==> src/rtl/keypad_entry_decoder.sv <==
// rtl/keypad_entry_decoder.sv - debounced keypad consumer assembling BCD entries
// Debounces the encoder dav level, accepts one key per press and commits digits on enter.
module keypad_entry_decoder #(
  parameter int NUM_DIGITS      = 4,
  parameter int DEBOUNCE_CYCLES = 16,
  parameter int CNT_W           = 5
) (
  input  logic                    clk,
  input  logic                    rst,
  input  logic                    dav,
  input  logic [3:0]              d,
  output logic                    key_strobe,
  output logic [4*NUM_DIGITS-1:0] digits,
  output logic [3:0]              digit_count,
  output logic [4*NUM_DIGITS-1:0] value,
  output logic                    value_valid,
  output logic                    overflow
);

  localparam int DW = 4 * NUM_DIGITS;
  localparam logic [CNT_W:0] DB_LIMIT = (CNT_W+1)'(DEBOUNCE_CYCLES);
  localparam logic [3:0] MAX_COUNT = 4'(NUM_DIGITS);

  typedef enum logic [1:0] {IDLE, PRESS_DB, HELD, REL_WAIT} state_t;

  state_t           state_q, state_d;
  logic [CNT_W-1:0] cnt_q, cnt_d;
  logic [CNT_W:0]   cnt_inc;
  logic             accept;

  logic             key_strobe_q, key_strobe_d;
  logic [DW-1:0]    digits_q, digits_d;
  logic [3:0]       count_q, count_d;
  logic [DW-1:0]    value_q, value_d;
  logic             value_valid_q, value_valid_d;
  logic             overflow_q, overflow_d;

  always_ff @(posedge clk or posedge rst) begin
    if (rst) begin
      state_q       <= REL_WAIT;
      cnt_q         <= '0;
      key_strobe_q  <= 1'b0;
      digits_q      <= '0;
      count_q       <= '0;
      value_q       <= '0;
      value_valid_q <= 1'b0;
      overflow_q    <= 1'b0;
    end else begin
      state_q       <= state_d;
      cnt_q         <= cnt_d;
      key_strobe_q  <= key_strobe_d;
      digits_q      <= digits_d;
      count_q       <= count_d;
      value_q       <= value_d;
      value_valid_q <= value_valid_d;
      overflow_q    <= overflow_d;
    end
  end

  // Debounce FSM: the counter tracks consecutive samples at the level being qualified.
  always_comb begin
    state_d = state_q;
    cnt_d   = cnt_q;
    accept  = 1'b0;
    cnt_inc = {1'b0, cnt_q} + 1'b1;
    case (state_q)
      IDLE: begin
        if (dav) begin
          if (DB_LIMIT == 1) begin
            accept  = 1'b1;
            state_d = HELD;
            cnt_d   = '0;
          end else begin
            state_d = PRESS_DB;
            cnt_d   = CNT_W'(1);
          end
        end
      end
      PRESS_DB: begin
        if (!dav) begin
          state_d = IDLE;
          cnt_d   = '0;
        end else if (cnt_inc >= DB_LIMIT) begin
          accept  = 1'b1;
          state_d = HELD;
          cnt_d   = '0;
        end else begin
          cnt_d = cnt_inc[CNT_W-1:0];
        end
      end
      HELD: begin
        if (!dav) begin
          if (DB_LIMIT == 1) begin
            state_d = IDLE;
            cnt_d   = '0;
          end else begin
            state_d = REL_WAIT;
            cnt_d   = CNT_W'(1);
          end
        end
      end
      REL_WAIT: begin
        if (dav) begin
          state_d = HELD;
          cnt_d   = '0;
        end else if (cnt_inc >= DB_LIMIT) begin
          state_d = IDLE;
          cnt_d   = '0;
        end else begin
          cnt_d = cnt_inc[CNT_W-1:0];
        end
      end
      default: begin
        state_d = REL_WAIT;
        cnt_d   = '0;
      end
    endcase
  end

  // Entry buffer; d is only looked at on the accepting edge.
  always_comb begin
    key_strobe_d  = accept;
    digits_d      = digits_q;
    count_d       = count_q;
    value_d       = value_q;
    value_valid_d = 1'b0;
    overflow_d    = overflow_q;
    if (accept) begin
      if (d <= 4'd9) begin
        if (count_q < MAX_COUNT) begin
          digits_d = (digits_q << 4) | DW'(d);
          count_d  = count_q + 4'd1;
        end else begin
          overflow_d = 1'b1;
        end
      end else if (d == 4'hF && count_q != 4'd0) begin
        value_d       = digits_q;
        value_valid_d = 1'b1;
        digits_d      = '0;
        count_d       = '0;
        overflow_d    = 1'b0;
      end
    end
  end

  assign key_strobe  = key_strobe_q;
  assign digits      = digits_q;
  assign digit_count = count_q;
  assign value       = value_q;
  assign value_valid = value_valid_q;
  assign overflow    = overflow_q;

endmodule

==> config.mk <==
export PLATFORM = sky130hd
export DESIGN_NAME = keypad_entry_decoder
export DESIGN_NICKNAME = d
export VERILOG_FILES = /design/src/rtl/keypad_entry_decoder.sv
export SDC_FILE = /design/constraint.sdc
export NUM_CORES = 1
export LEC_CHECK = 0
export BUFFER_PORTS_ARGS = -buffer_cell sky130_fd_sc_hd__buf_2
export CORE_MARGIN = 5
export CORE_UTILIZATION = 48
export CTS_CLUSTER_DIAMETER = 120
export DETAILED_ROUTE_END_ITERATION = 16
export PLACE_DENSITY = 0.72
export SYNTH_ARGS = -nofsm -noshare
export SYNTH_HDL_FRONTEND = slang
export SYNTH_SLANG_ARGS = --single-unit
==> constraint.sdc <==
create_clock -name clk -period 4.7 [get_ports clk]
set_clock_uncertainty 0.15 [all_clocks]
set_input_delay 0.235 -clock clk [delete_from_list [all_inputs] [get_ports clk]]
set_output_delay 0.235 -clock clk [all_outputs]
set_load 0.02 [all_outputs]
==> flow_summary_export.csv, run 1 <==
group,metric,value,unit
setup_path,crit_fanout,18,
clock_network,cts_tree,"done",
setup_path,critPathLaunchType,"flop",
clock_network,clock-root-buffer,"clkbuf_8",
outcome,violations,"negative hold slack",
clock_network,clock-sinks,46,
drt,viasPerCell,5.01,
synth,ys.flop_type,"dfrtp_1",
global_route,grt_usage,14.9,%
setup_path,worstPathRequired,4.74,ns
sta,fmax,0.417,GHz
finish,final_util,59.2,%
finish,area_growth,16.9,%
clock_network,cts_hold_buf,0,
setup_path,end_kind,"flop",
sta,max_slew.worst_pin.slew,1.13,ns
drt,drc,0,
place,io_buffers,45,
power_and_ir_drop,cellPowerDensity,311,nW/um^2
clock_network,clkTransAtPathRegs,0.09,ns
place,placed_area,2300,um^2
sta,relSlewSlack,24.5,%
finish,layout.nets,226,
power_and_ir_drop,max-vdd-ir-drop,209,uV
synth,netlist_area,2070,um^2
synth,syn_avg_cell_area,12.3,um^2
synth,ys_warn_count,0,
drt,first_iter_violations,47,
global_route,antenna_found_initial,0,
floorplanning,boundaryPins,46,
clock_network,cts_setup_buffers,0,
setup_path,arrival,2.44,ns
clock_network,ctsResizeCount,0,
synth,async_reset_ff_share,100,%
clock_network,cts.path.max_buffers,2,
global_route,grt_max_degree,47,
floorplanning,die_h,75.6,um
drt,finalWirelength,3700,um
drt,drtPass1Iterations,4,
synth,syn_inst,168,
clock_network,htreeDepth,2,
synth,synthDistinctLibCells,35,
outcome,status,"finished, violations left",
synth,synth-edff-count,0,
power_and_ir_drop,p_leak,1.43,nW
finish,drive_gt1_share,37.8,%
place,place_congestion,0.746,
synth,synth_fp_nets,178,
setup_path,critPathKind,"reg -> reg",
finish,num_antenna_cells,0,
place,dp_hpwl,2620,um
sta,rsz0062_at_grt,"no",
clock_network,clk_latency,0.30,ns
drt,wl_per_cell,13.9,um
floorplanning,initial_utilization,50.6,%
drt,vias,1338,
floorplanning,die_x,75.6,um
global_route,grt_pass1_vias,1337,
sta,fin_crit,2.40,ns
sta,hold_slack,-0.00101,ns
synth,synth_seq_cells,46,
sta,fin_tns_setup,0,ns
sta,slew_viol_final,0,
finish,fin_area,2420,um^2
min_path,hold_path_class,"in -> async",
drt,ant_nets,0,
sta,finalCritPeriodShare,51.0,%
global_route,grt-ovfl-total,0,
global_route,grt_pass1_wl,6530,um
run,cap_violations,0,
floorplanning,rows,23,
sta,setup_violations,0,
clock_network,cts_buffers,5,
synth,yosysSeqAreaShare,55.8,%
floorplanning,die_area,5720,um^2
floorplanning,core,4090,um^2
sta,finalHoldViolations,1,
[sequential cells by signal, summed over array words and instances, names as in the netlist, named ones only]
| signal | cells |
|---|---|
| cnt_q | 5 |
| value | 16 |
| overflow | 1 |
| digits | 16 |
| key_strobe | 1 |
| digit_count | 4 |
| state_q | 1 |
| value_valid | 1 |
[report_power, final]
| part | switching [mW] | total (mW) | internal [mW] |
|---|---|---|---|
| clock | 0.137 | 0.296 | 0.159 |
| sequential | 0.0104 | 0.414 | 0.404 |
| combinational | 0.0259 | 0.0417 | 0.0159 |
[cell families (layout without fill, tap and decap cells)]
kind of cell | count (synthesis) | in the layout | share of synthesized area (%)
xor gates and xnor gates | 3 | 3 | 1.27
buffers and inverters | 24 | 73 | 6.29
DFF | 46 | 46 | 55.8
and+or+nand+nor | 41 | 41 | 9.50
muxes | 35 | 35 | 19.4
adders and majority gates | 3 | 3 | 1.82
AOI/OAI and AO/OA | 16 | 16 | 5.93
[through the flow]
stage                     instances  worst slack (ns)  power, mW
after floorplan                 168              2.59      0.450
after global placement          259              2.32      0.462
after detailed placement        259              2.28      0.463
after CTS                       267              2.27      0.759
after global routing            267              2.17      0.785
final                           267              2.30      0.752
[critical path, cell delays in order (launching register included)]
cell     delay, ns
dfrtp_1       0.42
inv_1         0.10
ha_1          0.15
a21oi_1       0.13
o21ai_2       0.92
mux2_2        0.42
[routing by layer]
metal	part of all wire [%]	global-route usage (%)	wire, um	up-vias
li1	-	-	-	650
met1	48	21.2	1790	648
met2	44	22.7	1630	37
met3	7.0	4.49	259	3
met4	0.57	2.91	21	0
met5	0	0	0	-
[cell usage in the layout, fill, tap and decap left out, drive strengths merged, types with 3 or more instances in the layout]
master and instances:
buf 46, dfrtp 44, nand2 23, inv 20, mux2 20, mux2i 15, clkbuf 5, nor2 4
a21oi 4, nand3 3, ha 3, o21ai 3
[final timing paths]
path | cells past startpoint | start | endpoint | slack [ns]
max | 5 | digit_count[0]$_DFFE_PP0P_ | digits[3]$_DFFE_PP0P_ | 2.30
min in group clk | 3 | d[0] | digits[0]$_DFFE_PP0P_ | 0.04
min | 2 | rst | value[9]$_DFFE_PP0P_ | -0.001
min reg2reg | 1 | value[3]$_DFFE_PP0P_ | value[3]$_DFFE_PP0P_ | 0.36
max reg2reg | 5 | digit_count[0]$_DFFE_PP0P_ | digits[3]$_DFFE_PP0P_ | 2.30
max in group asynchronous | 2 | rst | value[2]$_DFFE_PP0P_ | 3.82
[synth_stat cells (3+ instances only)]
master | instances | area [um^2]
dfrtp_1 | 44 | 1100
a21oi_1 | 4 | 20.0
inv_1 | 18 | 67.6
mux2i_1 | 15 | 150
nand2_1 | 22 | 82.6
mux2_2 | 13 | 146
ha_1 | 3 | 37.5
mux2_4 | 7 | 105
nor2_1 | 4 | 15.0
nand3_1 | 3 | 15.0
[cell type report]
| class | instances | area, um^2 |
|---|---|---|
| clock buffers | 5 | 68.8 |
| clock inverters | 3 | 43.8 |
| fillers | 358 | 1670 |
| inverters | 19 | 71.3 |
| multi-input cells | 98 | 785 |
| flip-flops and latches | 46 | 1150 |
| well taps | 50 | 62.6 |
| repair buffers | 46 | 233 |
Power figures use the tool's default switching activity.
==> run 2: changes to the inputs <==
==> constraint.sdc (replaced) <==
create_clock -name clk -period 2.3 [get_ports clk]
set_clock_uncertainty 0.15 [all_clocks]
set_input_delay 0.115 -clock clk [delete_from_list [all_inputs] [get_ports clk]]
set_output_delay 0.115 -clock clk [all_outputs]
set_load 0.02 [all_outputs]
==> run 2 against run 1 <==
Effect of this change: the flow now finishes without violations; largest power group unchanged; power increased by 85%; critical path type unchanged; setup slack got worse by 2.2 ns; count of clock-buffer cells in the layout unchanged.
==> flow_summary_export.csv, run 2 (same netlist as run 1, synthesis figures left out) <==
group,metric,value,unit
power_and_ir_drop,cellPowerDensity,567,nW/um^2
floorplanning,die_h,75.6,um
sta,rsz0062_at_grt,"no",
drt,drtPass1Iterations,4,
setup_path,arrival,2.22,ns
floorplanning,initial_utilization,50.6,%
finish,ff_latch_area,1150,um^2
sta,slew_viol_final,0,
drt,ant_nets,0,
setup_path,end_kind,"flop",
setup_path,critPathLaunchType,"flop",
drt,drc,0,
finish,fill_cells,343,
sta,setup_violations,0,
sta,max_slew.worst_pin.slew,0.437,ns
sta,fin_tns_setup,0,ns
power_and_ir_drop,power_frac_clock,32.8,%
setup_path,crit_fanout,12,
setup_path,timing.rr.start,"cnt_q[0]$_DFFE_PP0P_",
power_and_ir_drop,p_switching,328,uW
global_route,grt-ovfl-total,0,
floorplanning,die_area,5720,um^2
floorplanning,core,4090,um^2
power_and_ir_drop,comb_power_share,6.5,%
power_and_ir_drop,swShare,23.5,%
sta,hold_slack,0.0675,ns
setup_path,slowest_delay,0.42,ns
floorplanning,rows,23,
sta,finalHoldViolations,0,
sta,fin_crit,2.19,ns
power_and_ir_drop,total_power,1.39,mW
drt,first_iter_violations,80,
clock_network,clkTransAtPathRegs,0.08,ns
place,place_congestion,0.791,
outcome,status,"complete, no violations",
drt,wl_per_cell,13.8,um
setup_path,worstPathRequired,2.34,ns
finish,layout_common_cells,"buf_2, dfrtp_1, nand2_1, inv_1, mux2i_1",
global_route,antenna_found_initial,0,
min_path,hold_path_class,"in -> reg",
drt,vias,1352,
finish,drive_gt1_share,38.7,%
setup_path,path_cells,"ha_1 -> and3_1 -> a211oi_4 -> nand2_4 -> inv_2 -> mux2_2",
floorplanning,die_x,75.6,um
global_route,grt_max_degree,18,
finish,layout.nets,235,
clock_network,clk_latency,0.29,ns
sta,finalCritPeriodShare,95.0,%
sta,fmax,0.457,GHz
finish,layout_commonest_cell,"buf_2",
clock_network,cts_buffers,5,
sta,relSlewSlack,70.9,%
global_route,grt_pass1_wl,6570,um
min_path,hp-start,"d[3]",
clock_network,clock-sinks,46,
place,dp_hpwl,2820,um
clock_network,cts_hold_buf,3,
clock_network,clock-root-buffer,"clkbuf_8",
power_and_ir_drop,power_frac_seq,60.7,%
global_route,grt_usage,15.4,%
power_and_ir_drop,p_leak,1.46,nW
global_route,grt_pass1_vias,1357,
setup_path,critPathKind,"reg -> reg",
clock_network,cts_setup_buffers,0,
setup_path,slowest_stage,"dfrtp_1",
finish,multi_input_area,785,um^2
drt,finalWirelength,3790,um
finish,final_util,60.2,%
finish,num_antenna_cells,0,
run,cap_violations,0,
drt,viasPerCell,4.92,
clock_network,ctsResizeCount,0,
place,io_buffers,45,
power_and_ir_drop,max-vdd-ir-drop,303,uV
floorplanning,boundaryPins,46,
clock_network,cts_tree,"done",
setup_path,crit_start,"cnt_q[0]$_DFFE_PP0P_",
clock_network,cts.path.max_buffers,2,
power_and_ir_drop,power.internal,1.07,mW
clock_network,htreeDepth,2,
finish,area_growth,18.9,%
-- run 2: changes by cell type in the layout (fill, tap and decap cells not counted) --
cell,change
inv_6,-1
bufinv_16,-1
clkinv_2,+1
dlygate4sd3_1,+3
buf_4,+6
-- run 2: critical path: cells and delay by family, from the launching register on --
kind            cells  cell delay [ns]
compound gates      1             0.32
simple gates        2             0.30
flops               1             0.42
fa+ha+maj           1             0.26
buf+inv             1             0.26
mux                 1             0.37
-- run 2: per-layer routing --
metal / vias up / GRT usage [%] / wire length, um
li1: 668 / - / -
met1: 642 / 21.2 / 1820
met2: 37 / 23.4 / 1680
met3: 5 / 4.88 / 245
met4: 0 / 4.66 / 46
met5: - / 0 / 0
-- run 2: through the flow --
step | cell area [um^2] | cells | worst slack [ns]
2_1_floorplan | 2070 | 168 | 0.186
3_3_place_gp | 2350 | 265 | 0.158
3_5_place_dp | 2350 | 265 | 0.107
4_1_cts | 2460 | 275 | 0.107
5_1_grt | 2460 | 275 | 0.0199
6_report | 2460 | 275 | 0.114
-- run 2: worst paths after layout --
check,endpoint,cells past startpoint,slack [ns]
min in group asynchronous,digits[13]$_DFFE_PP0P_,3,0.17
hold / removal,digits[2]$_DFFE_PP0P_,3,0.07
max in group asynchronous,state_q[0]$_DFFE_PP1P_,4,1.25
setup reg to reg,value[15]$_DFFE_PP0P_,6,0.11
hold reg to reg,value[4]$_DFFE_PP0P_,1,0.35
setup / recovery,value[15]$_DFFE_PP0P_,6,0.11
-- run 2: power by group through the flow --
stage | Sequential [mW] | Combinational [mW] | Clock [mW]
floorplan | 0.854 | 0.0659 | 0
detailed placement | 0.862 | 0.0881 | 0
global placement | 0.860 | 0.0880 | 0
finish | 0.846 | 0.0911 | 0.457
global route | 0.849 | 0.106 | 0.505
CTS | 0.846 | 0.0924 | 0.471
-- run 2: layout make-up --
| cell class | count | area share [%] |
|---|---|---|
| repair buffers | 55 | 12.5 |
| inverters | 19 | 2.90 |
| well taps | 50 | 2.54 |
| clock buffers | 5 | 2.80 |
| clock inverters | 2 | 0.407 |
| multi-input cells | 98 | 31.9 |
| flip-flops and latches | 46 | 46.9 |
